<file path="src/rtl/down_timer_pkg.sv">
// down_timer_pkg: shared types and limits for the down_timer block.
//   state_t   - FSM state encoding (IDLE, RUN)
//   MIN_WIDTH - smallest legal counter width
//   MAX_WIDTH - largest legal counter width
package down_timer_pkg;

    typedef enum logic {
        IDLE = 1'b0,
        RUN  = 1'b1
    } state_t;

    localparam int unsigned MIN_WIDTH = 2;
    localparam int unsigned MAX_WIDTH = 16;

endpackage

</file>
<file path="src/rtl/down_timer.sv">
// down_timer: loadable down-counting timer with valid/ready load handshake,
// one-cycle expiry pulse and sticky done flag.
//
// Optional feature macro: DOWN_TIMER_AUTO_RELOAD_EN
//   defined   - periodic mode: the last accepted load value is reloaded on
//               every expiry, loads are accepted while running.
//   undefined - one-shot mode, no reload register.
//
// Ports:
//   clk        in   clock, rising edge
//   reset      in   asynchronous active-high reset
//   load_valid in   producer offers load_value
//   load_value in   start value N (WIDTH bits, unsigned)
//   load_ready out  timer can accept a load this cycle
//   enable     in   count enable while running
//   abort      in   cancel the running timer
//   done_clr   in   clear sticky done
//   count      out  current count value
//   busy       out  high while running
//   expired    out  one-cycle pulse on terminal count
//   done       out  sticky expiry flag
module down_timer
    import down_timer_pkg::*;
#(
    parameter int unsigned WIDTH = 4
) (
    input  logic             clk,
    input  logic             reset,
    input  logic             load_valid,
    input  logic [WIDTH-1:0] load_value,
    output logic             load_ready,
    input  logic             enable,
    input  logic             abort,
    input  logic             done_clr,
    output logic [WIDTH-1:0] count,
    output logic             busy,
    output logic             expired,
    output logic             done
);

    if (WIDTH < MIN_WIDTH || WIDTH > MAX_WIDTH) begin : g_width_check
        $error("down_timer: WIDTH out of legal range");
    end

    state_t state;
    logic   load_fire;
    logic   expire_now;

    assign load_fire  = load_valid && load_ready;
    // Terminal count reached on an enabled cycle; abort suppresses it.
    assign expire_now = (state == RUN) && enable && !abort && (count == '0);
    assign busy       = (state == RUN);

`ifdef DOWN_TIMER_AUTO_RELOAD_EN
    logic [WIDTH-1:0] reload_q;
    logic [WIDTH-1:0] reload_next;

    assign load_ready  = 1'b1;
    // A load landing on the expiry edge is used immediately for the reload.
    assign reload_next = load_fire ? load_value : reload_q;

    always_ff @(posedge clk or posedge reset) begin
        if (reset) begin
            reload_q <= '0;
        end else if (load_fire) begin
            reload_q <= load_value;
        end
    end
`else
    assign load_ready = (state == IDLE);
`endif

    always_ff @(posedge clk or posedge reset) begin
        if (reset) begin
            state   <= IDLE;
            count   <= '0;
            expired <= 1'b0;
            done    <= 1'b0;
        end else begin
            expired <= expire_now;

            // Set wins over a coincident clear.
            if (expire_now) begin
                done <= 1'b1;
            end else if (done_clr) begin
                done <= 1'b0;
            end

            case (state)
                IDLE: begin
                    if (load_fire) begin
                        count <= load_value;
                        state <= RUN;
                    end
                end
                RUN: begin
                    if (abort) begin
                        count <= '0;
                        state <= IDLE;
                    end else if (enable) begin
                        if (count != '0) begin
                            count <= count - WIDTH'(1);
                        end else begin
`ifdef DOWN_TIMER_AUTO_RELOAD_EN
                            count <= reload_next;
`else
                            state <= IDLE;
`endif
                        end
                    end
                end
                default: begin
                    state <= IDLE;
                    count <= '0;
                end
            endcase
        end
    end

endmodule

</file>
<file path="config.mk">
export PLATFORM = sky130hd
export DESIGN_NAME = down_timer
export DESIGN_NICKNAME = d
export VERILOG_FILES = /design/src/rtl/down_timer_pkg.sv /design/src/rtl/down_timer.sv
export SDC_FILE = /design/constraint.sdc
export NUM_CORES = 1
export LEC_CHECK = 0
export CORE_AREA = 2 2 39 41
export CTS_CLUSTER_SIZE = 16
export DETAILED_ROUTE_END_ITERATION = 8
export DIE_AREA = 0 0 41 43
export MAX_ROUTING_LAYER = met4
export SLEW_MARGIN = 15
export SYNTH_ARGS = -nofsm -noshare
export SYNTH_HDL_FRONTEND = slang
export SYNTH_SLANG_ARGS = --single-unit
</file>
<file path="constraint.sdc">
create_clock -name clk -period 1.6 [get_ports clk]
set_input_delay 0.4 -clock clk [delete_from_list [all_inputs] [get_ports clk]]
set_output_delay 0.4 -clock clk [all_outputs]
set_load 0.005 [all_outputs]
</file>
==> results_dict.tcl <==
set metrics [dict create \
    crit_buf_inv 1 \
    power_density_nw_per_um2 1417 \
    slew_viol_final 0 \
    cp-end-kind "primary output" \
    swShare_pct 33.35 \
    synth_top_cell_area_share_pct 41.79 \
    wl_met3_um 66 \
    combPwrFrac_pct 57.2 \
    pre_cts_ws_ns -0.1650 \
    die_height_um 43 \
    nNetsFinal 89 \
    regArea_um2 176.4 \
    dp_hpwl_um 831 \
    reg2reg_to "count[0]" \
    reg2reg_slack_ns 0.11 \
    cp.arrival_ns 1.16 \
    max_freq_ghz 0.6416 \
    grt_antenna_before_repair 0 \
    nFillCells 130 \
    hold_buffers 0 \
    wl_met2_um 475 \
    cts_tree "built" \
    globalRouteTotalUtil_pct 16.65 \
    core_area_um2 1384 \
    maxCapViolCount 0 \
    grt_start_max_net_pins 8 \
    peakVddDrop_uv 822.1 \
    cts_buffers 3 \
    ant_nets 0 \
    final_layout_size_suffix_gt1_share_pct 32.47 \
    power.switching_uw 352.4 \
    total_leakage_power_uw 0.0003711 \
    area_delta_synth_final_pct 77.91 \
    grt_pass1_vias 432 \
    clkPwrFrac_pct 15.2 \
    finish.utilization_pct 53.89 \
    start_util_pct 30.29 \
    period_share_pct 97.41 \
    drt_wl_total_mm 1.078 \
    syn_nets 53 \
    slowest_delay_ns 0.52 \
    clk_pin_slew_worst_paths_ns 0.05 \
    critical_path_class "reg2out" \
    clock-root-buffer "clkbuf_4" \
    ys_seq_area_share_pct 41.79 \
    avgSynthCellArea_um2 9.980 \
    htree_levels 1 \
    dieArea_um2 1763 \
    insertion_delay_ns 0.25 \
    timing.hold.ws_ns 0.3762 \
    hold_viol_final 0 \
    status "finished, final reports clean" \
    reg2reg_depth 5 \
    fp.dieW_um 41 \
    timing.rr.start "busy" \
    setup_viol 0 \
    viasPerCell 4.720 \
    power_frac_seq_pct 27.6 \
    cts.path.max_buffers 2 \
    worst_slew_pin_slew_ns 0.2790 \
    wl_per_cell_um 11.59 \
    multi_input_area_um2 217.7 \
    crit_chain "clkdlybuf4s50_1" \
    cpMaxStageDelayCell "clkdlybuf4s50_1" \
    setup_ws_ns 0.04147 \
    rows 14 \
    p_int_uw 704.3 \
    ys_ff_latch 7 \
    met1_length_um 527 \
    relSlewSlack_pct 81.38 \
    grt-ovfl-total 0 \
    synth_top_cell_by_area "dfrtp_1" \
    hp-class "in2async" \
    drc_errors 0 \
    required_ns 1.20 \
    synth_area_um2 419.2 \
    firstDrtPassIters 3 \
    fin_crit_ns 1.559 \
    synthDistinctLibCells 25 \
    fin_skew_ns 0.002025 \
    numClockSinks 7 \
    ios 18 \
    synthTopCellsByArea "dfrtp_1 42%, inv_1 6.3%, a22o_1 4.2%, a32oi_2 3.9%, nor2b_4 3.3%" \
    worstPathMaxFanout 4 \
    grt_first_pass_wirelength_mm 1.890 \
    dr_total_vias 439 \
    worstSetupStartpointType "flop" \
    yosysWarningCount 0 \
    port_buffers 17 \
    num_antenna_cells 0 \
    synth_cells 42 \
    highest_layer "met4" \
    place_congestion 0.7850 \
    crit_family "buffers and inverters" \
    first_iter_violations 12 \
]
==> synthesized netlist by cell type (all sizes together) <==
cell type / count
dfrtp: 7
inv: 7
a21oi: 2
a22o: 2
and3: 2
nand2b: 2
nor2: 2
o21ai: 2
a22oi: 1
a32oi: 1
and2: 1
ha: 1
mux2: 1
mux2i: 1
nand2: 1
nor2b: 1
nor3: 1
nor3b: 1
o21a: 1
o221a: 1
o31ai: 1
o32a: 1
or3b: 1
or4: 1
==> layout make-up <==
cell class                 count  area share, %
timing repair buffer          31          37.42
multi-input combinational     28          29.19
sequential                     7          23.66
clock buffer                   4          3.523
inverter                       7          3.523
tap                           16          2.685
==> sequential cells by signal (all words and copies together), names as in the netlist <==
| signal | cells |
|---|---|
| done | 1 |
| count | 4 |
| busy | 1 |
| expired | 1 |
==> layer usage <==
layer	track usage, %	up-vias
li1	-	223
met1	22.55	201
met2	21.25	12
met3	7.853	3
met4	6.000	0
met5	-	-
==> logic make-up after synthesis <==
kind of cell | synth area share [%]
multiplexers | 5.075
buffers and inverters | 6.270
AO/OA/AOI/OAI | 23.58
flip-flops | 41.79
AND/OR/NAND/NOR | 20.30
adder cells (fa/ha/maj) | 2.985
==> placed cells by master (no fill, tap or decap), drive strengths merged, types with 2 or more instances in the layout <==
cell	n
nand2b	2
a22o	2
buf	14
clkbuf	4
dlymetal6s2s	2
a21oi	2
clkdlybuf4s50	14
and3	2
o21ai	2
inv	7
dfrtp	7
nor2	2
==> worst reg2reg max path, stage by stage (launching register included) <==
cell,delay [ns]
dfrtp_1,0.39
buf_4,0.14
buf_4,0.13
nor2b_4,0.13
a32oi_2,0.22
mux2_2,0.35
==> repair_timing <==
item | in CTS | in global routing
pin swaps | 0 | 0
setup buffers | 2 | 4
resized for setup | 3 | 2
gates cloned | 0 | 0
endpoints found under the setup margin | 2 | 6
==> worst max path at each step <==
stage,start,end,depth (start not counted)
after global routing,count[0],count[0],1
after floorplan,count[0],count[0],4
after detailed placement,abort,count[0],4
final,count[0],count[0],1
after global placement,abort,count[3],5
after CTS,count[0],count[0],1
==> per-stage QoR <==
| step | setup TNS, ns | cells | power [uW] | instance area (um2) |
|---|---|---|---|---|
| after floorplan | 0 | 42 | 557.3 | 419.2 |
| after global placement | -0.4892 | 83 | 813.8 | 669.4 |
| after CTS | 0 | 89 | 1015 | 710.7 |
| after global routing | -0.004880 | 93 | 1158 | 745.7 |
| after detailed placement | -0.5783 | 83 | 822.4 | 669.4 |
| final | 0 | 93 | 1057 | 745.7 |
==> power by group through the flow <==
| stage | combinational (uW) | sequential (uW) | clock (uW) |
|---|---|---|---|
| finish | 605 | 291 | 161 |
| global route | 679 | 300 | 179 |
| CTS | 530 | 315 | 170 |
| detailed placement | 507 | 316 | 0 |
| global placement | 501 | 312 | 0 |
| floorplan | 251 | 306 | 0 |
Power figures use the tool's default switching activity.
